### src/rtl/fpu_share_arbiter.sv
// Shares one FPU APU slave port between NB_CORES cores. Arbitration is round-robin
// with a grant lock while the FPU stalls; responses are routed back by the returned ID.
module fpu_share_arbiter #(
  parameter int NB_CORES        = 4,
  parameter int NB_ARGS         = 3,
  parameter int OPCODE_WIDTH    = 6,
  parameter int DATA_WIDTH      = 32,
  parameter int FLAGS_IN_WIDTH  = 15,
  parameter int FLAGS_OUT_WIDTH = 5,
  parameter int ID_WIDTH        = 9,
  parameter int MAX_OUTSTANDING = 4
) (
  input  logic                                              clk,
  input  logic                                              rst_n,
  input  logic [NB_CORES-1:0]                               core_req_i,
  output logic [NB_CORES-1:0]                               core_gnt_o,
  input  logic [NB_CORES-1:0][NB_ARGS-1:0][DATA_WIDTH-1:0]  core_operands_i,
  input  logic [NB_CORES-1:0][OPCODE_WIDTH-1:0]             core_op_i,
  input  logic [NB_CORES-1:0][FLAGS_IN_WIDTH-1:0]           core_flags_i,
  output logic [NB_CORES-1:0]                               core_rvalid_o,
  output logic [DATA_WIDTH-1:0]                             core_rdata_o,
  output logic [FLAGS_OUT_WIDTH-1:0]                        core_rflags_o,
  output logic                                              fpu_req_o,
  input  logic                                              fpu_gnt_i,
  output logic [ID_WIDTH-1:0]                               fpu_ID_o,
  output logic [NB_ARGS-1:0][DATA_WIDTH-1:0]                fpu_operands_o,
  output logic [OPCODE_WIDTH-1:0]                           fpu_op_o,
  output logic [FLAGS_IN_WIDTH-1:0]                         fpu_flags_o,
  input  logic                                              fpu_rvalid_i,
  input  logic [DATA_WIDTH-1:0]                             fpu_rdata_i,
  input  logic [FLAGS_OUT_WIDTH-1:0]                        fpu_rflags_i,
  input  logic [ID_WIDTH-1:0]                               fpu_rID_i,
  output logic                                              busy_o,
  output logic                                              err_o
);

  localparam int IDX_W = $clog2(NB_CORES);
  localparam int CNT_W = $clog2(MAX_OUTSTANDING + 1);

  logic [IDX_W-1:0]                rr_ptr;
  logic [IDX_W-1:0]                lock_idx;
  logic                            locked;
  logic [NB_CORES-1:0][CNT_W-1:0]  cnt;
  logic [NB_CORES-1:0][CNT_W-1:0]  cnt_next;
  logic [NB_CORES-1:0]             eligible;
  logic [NB_CORES-1:0]             cnt_nz;
  logic [NB_CORES-1:0]             cnt_inc;
  logic [NB_CORES-1:0]             cnt_dec;
  logic [NB_CORES-1:0]             rsp_hit;
  logic [IDX_W:0]                  pick;
  logic [IDX_W-1:0]                winner;
  logic                            issue_req;
  logic                            handshake;
  logic                            lock_drop;
  logic                            id_ok;
  logic                            err_set;

  logic [NB_CORES-1:0]             rsp_vld_p1;
  logic [DATA_WIDTH-1:0]           rsp_data_p1;
  logic [FLAGS_OUT_WIDTH-1:0]      rsp_flags_p1;

  // Returns {found, index} of the first eligible core at or after ptr, wrapping.
  function automatic logic [IDX_W:0] rr_pick(input logic [IDX_W-1:0] ptr,
                                             input logic [NB_CORES-1:0] elig);
    logic [IDX_W:0] res;
    int             j;
    res = '0;
    for (int k = NB_CORES - 1; k >= 0; k--) begin
      j = (int'(ptr) + k) % NB_CORES;
      if (elig[j]) res = {1'b1, IDX_W'(j)};
    end
    return res;
  endfunction

  always_comb begin
    for (int i = 0; i < NB_CORES; i++) begin
      cnt_nz[i]   = (cnt[i] != '0);
      eligible[i] = core_req_i[i] && (cnt[i] < CNT_W'(MAX_OUTSTANDING));
    end
  end

  // Request stage (combinational issue)
  always_comb begin
    pick = rr_pick(rr_ptr, eligible);
    if (locked) begin
      winner    = lock_idx;
      issue_req = core_req_i[lock_idx];
    end else begin
      winner    = pick[IDX_W-1:0];
      issue_req = pick[IDX_W];
    end
  end

  assign handshake = issue_req && fpu_gnt_i;
  assign lock_drop = locked && !core_req_i[lock_idx];

  always_comb begin
    core_gnt_o     = '0;
    fpu_ID_o       = '0;
    fpu_operands_o = '0;
    fpu_op_o       = '0;
    fpu_flags_o    = '0;
    if (issue_req) begin
      core_gnt_o[winner] = fpu_gnt_i;
      fpu_ID_o           = ID_WIDTH'(winner);
      fpu_operands_o     = core_operands_i[winner];
      fpu_op_o           = core_op_i[winner];
      fpu_flags_o        = core_flags_i[winner];
    end
  end

  assign fpu_req_o = issue_req;

  // Out-of-range IDs never hit a core, so rsp_hit doubles as the one-hot route.
  assign id_ok = (fpu_rID_i < ID_WIDTH'(NB_CORES));

  always_comb begin
    cnt_next = cnt;
    for (int i = 0; i < NB_CORES; i++) begin
      rsp_hit[i] = fpu_rvalid_i && (fpu_rID_i == ID_WIDTH'(i));
      cnt_inc[i] = handshake && (winner == IDX_W'(i));
      cnt_dec[i] = rsp_hit[i] && cnt_nz[i];
      case ({cnt_inc[i], cnt_dec[i]})
        2'b10:   cnt_next[i] = cnt[i] + CNT_W'(1);
        2'b01:   cnt_next[i] = cnt[i] - CNT_W'(1);
        default: cnt_next[i] = cnt[i];
      endcase
    end
  end

  assign err_set = lock_drop || (fpu_rvalid_i && !id_ok) || (|(rsp_hit & ~cnt_nz));

  // Arbitration and bookkeeping state
  always_ff @(posedge clk or negedge rst_n) begin
    if (!rst_n) begin
      rr_ptr   <= '0;
      locked   <= 1'b0;
      lock_idx <= '0;
      cnt      <= '0;
      err_o    <= 1'b0;
    end else begin
      cnt <= cnt_next;
      if (err_set) err_o <= 1'b1;
      if (handshake) begin
        rr_ptr <= (winner == IDX_W'(NB_CORES - 1)) ? '0 : winner + IDX_W'(1);
        locked <= 1'b0;
      end else if (lock_drop) begin
        locked <= 1'b0;
      end else if (issue_req) begin
        locked   <= 1'b1;
        lock_idx <= winner;
      end
    end
  end

  // Response stage p1
  always_ff @(posedge clk or negedge rst_n) begin
    if (!rst_n) begin
      rsp_vld_p1   <= '0;
      rsp_data_p1  <= '0;
      rsp_flags_p1 <= '0;
    end else begin
      rsp_vld_p1 <= rsp_hit;
      if (fpu_rvalid_i && id_ok) begin
        rsp_data_p1  <= fpu_rdata_i;
        rsp_flags_p1 <= fpu_rflags_i;
      end
    end
  end

  assign core_rvalid_o = rsp_vld_p1;
  assign core_rdata_o  = rsp_data_p1;
  assign core_rflags_o = rsp_flags_p1;
  assign busy_o        = (|cnt_nz) || (|rsp_vld_p1);

endmodule

### config.mk
export PLATFORM = sky130hd
export DESIGN_NAME = fpu_share_arbiter
export DESIGN_NICKNAME = d
export VERILOG_FILES = /design/src/rtl/fpu_share_arbiter.sv
export SDC_FILE = /design/constraint.sdc
export NUM_CORES = 1
export LEC_CHECK = 0
export CORE_AREA = 5 5 265 267
export CTS_BUF_LIST = sky130_fd_sc_hd__clkbuf_2
export CTS_CLUSTER_SIZE = 16
export DETAILED_ROUTE_END_ITERATION = 12
export DIE_AREA = 0 0 270 272
export GPL_TIMING_DRIVEN = 0
export PLACE_DENSITY = 0.38
export SLEW_MARGIN = 5
export SYNTH_ARGS = -nofsm -noshare
export SYNTH_HDL_FRONTEND = slang
export SYNTH_SLANG_ARGS = --single-unit
### constraint.sdc
create_clock -name clk -period 3.8 [get_ports clk]
set_input_delay 0.57 -clock clk [delete_from_list [all_inputs] [get_ports clk]]
set_output_delay 0.57 -clock clk [all_outputs]
set_load 0.005 [all_outputs]
==> impl_metrics.py, run 1 <==
metrics = {
    "timing": {
        "worst_hold_slack_ps": 133.3,
        "finalHoldViolCount": 0,
        "relSlewSlack": 0.4558,
        "finalSetupViolCount": 0,
        "max_freq_ghz": 0.2707,
        "fin_crit_ps": 3694,
        "maxSlewViolCount": 0,
        "rsz0062_at_grt": "true",
        "period_share": 0.9722,
        "tightest_slew_ps": 816.3,
        "skew_ps": 33.63,
    },
    "pwr": {
        "vdd_drop_max_v": 0.0002750,
        "p_leak_uw": 0.006682,
        "power_density_nw_per_um2": 695.4,
        "power_uw": 10770,
    },
    "setup_path": {
        "crit_buf_inv": 5,
        "cp-end-kind": "output pin",
        "slowest_delay_ps": 550,
        "path_cells": "clkdlybuf4s50_1 > nor2b_4 > a22oi_2 > o211ai_2 > buf_12 > nand2_8 > buf_12 > buf_16 > mux2i_4 > o22ai_4 > clkdlybuf4s50_1",
        "cp_data_required_time_ps": 3230,
        "crit_slowest_cell": "clkdlybuf4s50_1",
        "cp_max_fo": 10,
        "critPathKind": "primary input to output pin",
        "crit_family": "buffers and inverters",
        "cp-start-kind": "primary input",
        "worstPathArrival_ps": 3120,
    },
    "clock_network": {
        "clk_pin_slew_ps": 180,
        "htree_num_levels": 3,
        "ctsRootBufferMaster": "clkbuf_2",
        "ctsHoldBuffers": 0,
        "numCtsBuffers": 9,
        "cts_tree": "done",
        "insertion_delay_ps": 510,
        "cts_sinks": 59,
        "clockBufferDepth": 2,
    },
    "synthesis": {
        "avgSynthCellArea_um2": 9.270,
        "synthMuxAreaShare": 0.3341,
        "synth_seq_cells": 59,
        "yosys.area.top_type": "mux2i_1",
        "synth_top_cells_by_count": "mux2i_1, o211ai_1, nand2_1",
        "ys_seq_area_frac": 0.2259,
        "synth_edf_count": 0,
        "synth_top_area_share": 0.2635,
        "synthCells": 705,
        "synth.distinct_cells": 50,
        "synth_compound_area_frac": 0.2299,
        "synth_xor_xnor_area_share": 0.01608,
        "ys.warnings.count": 0,
        "synthAdderAreaFrac": 0.02183,
        "yosys.area_share.simple": 0.09056,
        "synth_area_um2": 6535,
        "yosysMostFrequentCell": "mux2i_1",
        "dominantRegCellSynth": "dfrtp_1",
        "synth_top_family_by_area": "multiplexers",
        "synth_area_leaders": "mux2i_1, dfrtp_1, o211ai_1, mux2_2, o22ai_1",
        "async_reset_ff_frac": 1.000,
    },
    "routing": {
        "dr.pass1.iters": 4,
        "wl_per_cell_um": 21.89,
        "vias_per_cell": 3.802,
        "ant_nets": 0,
        "drc": 0,
        "drt-initial-drc-count": 314,
        "num_vias": 8863,
        "drt_wl_total_mm": 51.02,
    },
    "die": {
        "die_w_um": 270,
        "num_rows": 96,
        "die-area_um2": 73440,
        "die_height_um": 272,
        "core_um2": 67870,
        "start_util": 0.09629,
        "ios": 696,
    },
    "finish": {
        "syn2layout_area_growth_pct": 137.0,
        "drive_gt1_frac": 0.1464,
        "instances_no_fill": 2331,
        "nNetsFinal": 1974,
    },
    "global_route": {
        "grt_overflow": 0,
        "grt_use_total": 0.1290,
        "antenna_found_initial": 6,
        "grt_pass1_vias": 9806,
        "grt_pass1_wl_mm": 70.60,
        "grt_max_degree": 60,
    },
    "worst_hold_path": {
        "hold_path.class": "primary input to asynchronous set/reset pin",
    },
    "flow_run": {
        "cap_violations": 0,
    },
    "placement": {
        "place.port_buffers": 687,
        "gp_congestion": 0.9170,
        "dp_cells": 2280,
        "hpwl_mm": 43.01,
    },
    "outcome": {
        "status": "finished, final reports clean",
    },
}
-- worst reg2reg max path: stages, from the launching register on --
cell     delay (ps)
dfrtp_1         500
nor2b_4         170
a21oi_2          80
o211a_4         280
nor2_4          160
inv_6            80
buf_12          150
buf_12          160
ha_1            170
and3_1          190
inv_1            60
ha_1            170
inv_1            60
fa_1            370
xor2_1          150
nor2_1          110
xor2_1          150
-- flip-flops by register name, indices dropped and copies added, names as in the netlist --
name	flops
core_rvalid_o	4
locked	1
err_o	1
core_rdata_o	32
rr_ptr	2
core_rflags_o	5
lock_idx	2
cnt	12
-- layer usage --
| metal | vias up | wire length, um | track usage |
|---|---|---|---|
| li1 | 4187 | - | - |
| met1 | 4116 | 18560 | 0.1355 |
| met5 | - | 51 | 0 |
| met3 | 61 | 3973 | 0.03955 |
| met2 | 491 | 27000 | 0.2500 |
| met4 | 8 | 1424 | 0.03143 |
-- repair_timing --
action	CTS	global route
pin swaps	15	10
endpoints found under the setup margin	123	85
gates resized for setup	132	91
gates cloned	0	2
setup buffers	29	4
-- area by class of cell --
cell class | count | area (um^2)
Buffer | 67 | 719.4
Clock buffer | 9 | 45.04
Inverter | 22 | 108.9
Tap cell | 882 | 1104
Sequential cell | 59 | 1478
Clock inverter | 7 | 35.03
Fill cell | 7377 | 52370
Antenna cell | 1 | 2.502
Multi-Input combinational cell | 562 | 4736
Timing Repair Buffer | 722 | 7263
-- cell families after synthesis --
kind of cell | Yosys count
flops | 59
compound gates | 198
fa+ha+maj | 9
simple gates | 124
xor+xnor | 12
buf+inv | 90
other cells | 1
mux | 212
-- final timing paths --
check	start	end	depth (start not counted)	slack (ps)
max	core_req_i[3]	fpu_operands_o[57]	11	110
min	rst_n	cnt[11]	1	130
max reg2reg	cnt[2]	cnt[11]	16	720
min reg2reg	err_o	err_o	1	510
max in group asynchronous	rst_n	cnt[7]	1	3110
min in group clk	fpu_rID_i[1]	core_rvalid_o[1]	2	400
-- layout by cell type, fill, tap and decap left out, types with 14 or more instances in the layout --
cell type / n
nand2_1: 72
o211ai_1: 122
buf_6: 20
dlymetal6s2s_1: 46
mux2_2: 39
clkbuf_2: 14
buf_4: 43
o22ai_1: 48
inv_1: 16
mux2i_1: 166
dlygate4sd2_1: 35
clkdlybuf4s50_1: 600
dfrtp_1: 58
-- per-stage QoR --
stage,setup slack (ps),utilization,TNS (ps),instance area [um^2]
floorplan,708.3,-,0,6558
global placement,-853.8,0.2142,-59580,14540
detailed placement,-868.6,0.2142,-62110,14540
CTS,-55.88,0.2236,-86.89,15170
global route,-61.60,0.2283,-164.3,15490
finish,105.8,0.2283,0,15490
-- power by group --
part | leakage (uW) | internal, uW | switching (uW)
clock | 0.0000563 | 77.1 | 250
sequential | 0.000767 | 753 | 120
combinational | 0.00586 | 4980 | 4600
total | 0.00668 | 5810 | 4970
Note: power is estimated with default switching activity, not from simulation.
==> run 2: changes to the inputs <==
Settings changed: CTS_CLUSTER_DIAMETER set to 100.
==> results of run 2 <==
The final DEF is identical to that of run 1; final timing and power are the same.
==> run 3: changes to the inputs <==
Clock period 3.8 ns to 4.4 ns, I/O delays scaled along.
==> run 3 against run 2 <==
  * Final area shrank 5.1%
  * First-iteration DRC count is 12% higher
  * Register-to-register slack gained 380 ps
  * Clock power is 13% lower
  * Largest cell class unchanged
==> impl_metrics.py, run 3 (synthesized netlist as in run 1, its figures left out) <==
metrics = {
    "outcome": {
        "status": "finished, final reports clean",
    },
    "routing": {
        "dr.pass1.iters": 4,
        "vias_per_cell": 3.778,
        "num_vias": 8681,
        "drt-initial-drc-count": 353,
        "wl_per_cell_um": 21.81,
        "drt_wl_total_mm": 50.11,
        "drc": 0,
        "ant_nets": 0,
    },
    "die": {
        "start_util": 0.09629,
        "die_height_um": 272,
        "die-area_um2": 73440,
        "core_um2": 67870,
        "ios": 696,
        "num_rows": 96,
        "die_w_um": 270,
    },
    "worst_hold_path": {
        "hold_path.class": "primary input to asynchronous set/reset pin",
    },
    "finish": {
        "nNetsFinal": 1941,
        "final_common_cell": "clkdlybuf4s50_1",
        "largest_register_ffs": 32,
        "n_fill_cell": 7420,
        "syn2layout_area_growth_pct": 124.9,
        "utilization": 0.2166,
        "multi_input_area_um2": 4599,
        "layout_common_cells": "clkdlybuf4s50_1, mux2i_1, o211ai_1, nand2_1, dfrtp_1",
        "regArea_um2": 1476,
        "drive_gt1_frac": 0.1088,
    },
    "timing": {
        "fin_crit_ps": 4253,
        "finalHoldViolCount": 0,
        "skew_ps": 32.85,
        "finalSetupViolCount": 0,
        "tightest_slew_ps": 818.3,
        "relSlewSlack": 0.4544,
        "maxSlewViolCount": 0,
        "max_freq_ghz": 0.2351,
        "fin_setup_tns_ps": 0,
        "period_share": 0.9665,
        "rsz0062_at_grt": "false",
    },
    "clock_network": {
        "insertion_delay_ps": 500,
        "clockBufferDepth": 2,
        "htree_num_levels": 3,
        "cts_sinks": 59,
        "ctsRootBufferMaster": "clkbuf_2",
        "cts_tree": "done",
        "numCtsBuffers": 9,
        "ctsHoldBuffers": 0,
        "clk_pin_slew_ps": 190,
    },
    "global_route": {
        "grt_pass1_wl_mm": 69.66,
        "grt_overflow": 0,
        "grt_max_degree": 60,
        "grt_use_total": 0.1274,
        "grt_pass1_vias": 9635,
        "antenna_found_initial": 6,
    },
    "pwr": {
        "power_density_nw_per_um2": 588.4,
        "pwr-share-seq": 0.087,
        "p_comb_frac": 0.880,
        "p_leak_uw": 0.005744,
        "clkPwrFrac": 0.033,
        "p_sw_frac": 0.4700,
        "vdd_drop_max_v": 0.0002282,
        "internal_power_uw": 4583,
        "p_switching_uw": 4064,
    },
    "setup_path": {
        "cp_data_required_time_ps": 3740,
        "critPathKind": "primary input to output pin",
        "cp_max_fo": 10,
        "cp-end-kind": "output pin",
        "worstPathArrival_ps": 3590,
        "cp-start-kind": "primary input",
    },
    "placement": {
        "gp_congestion": 0.9170,
        "place.port_buffers": 687,
        "hpwl_mm": 43.01,
    },
    "flow_run": {
        "cap_violations": 0,
    },
}
-- run 3: repair_timing --
action                     in CTS  in global routing
gates resized for setup        15                  6
buffers inserted                1                  0
setup endpoints to repair      81                 10
pin swaps                       3                  2
-- run 3: layer usage --
layer | up-vias | part of all wire | global-route usage
met5 | - | 0.0010 | 0
met4 | 8 | 0.026 | 0.03048
li1 | 4107 | - | -
met3 | 53 | 0.084 | 0.04043
met2 | 476 | 0.53 | 0.2472
met1 | 4037 | 0.36 | 0.1328
-- run 3: stage by stage --
stage                     setup slack, ps  cell area (um^2)  hold WS [ps]  instances  total power [uW]
final                               147.3             14700         222.9       2298              8648
after global routing                2.755             14700         242.6       2298              9319
after CTS                           13.50             14680         208.4       2297              8891
after detailed placement           -448.6             14540         472.0       2280              8487
after global placement             -433.8             14540         483.1       2280              8488
after floorplan                      1218              6558         364.4        711              4289
-- run 3: path summary, 6_finish.rpt --
| kind | to | cells past startpoint | slack (ps) | start |
|---|---|---|---|---|
| min in group clk | core_rvalid_o[1] | 2 | 500 | fpu_rID_i[1] |
| setup / recovery | fpu_flags_o[8] | 10 | 150 | core_req_i[2] |
| hold reg to reg | err_o | 1 | 510 | err_o |
| setup reg to reg | cnt[11] | 16 | 1100 | cnt[2] |
| max in group asynchronous | cnt[7] | 1 | 3610 | rst_n |
| hold / removal | cnt[11] | 1 | 220 | rst_n |
-- run 3: layout make-up --
cell class / instances / share of cell area
clock inverters: 7 / 0.002384
plain buffers: 68 / 0.03167
multi-input cells: 562 / 0.3129
repair buffers: 688 / 0.4683
clock buffers: 9 / 0.003065
flip-flops and latches: 59 / 0.1005
diodes: 1 / 0.0001703
well taps: 882 / 0.07508
inverters: 22 / 0.005959
-- run 3: critical path, stage by stage --
cell and delay [ps]:
clkdlybuf4s50_1 550, nand2b_4 80, o311ai_1 330, nand3_2 220, a221oi_4 400, buf_6 240, buf_4 250, nand2_1 70
o211ai_1 200, clkdlybuf4s50_1 590
-- run 3: power by group through the flow --
stage,Clock [uW],Sequential [uW],Combinational [uW]
final,283,754,7610
after global routing,327,770,8220
after CTS,305,753,7830
after detailed placement,0,765,7720
after global placement,0,761,7730
after floorplan,0,738,3550
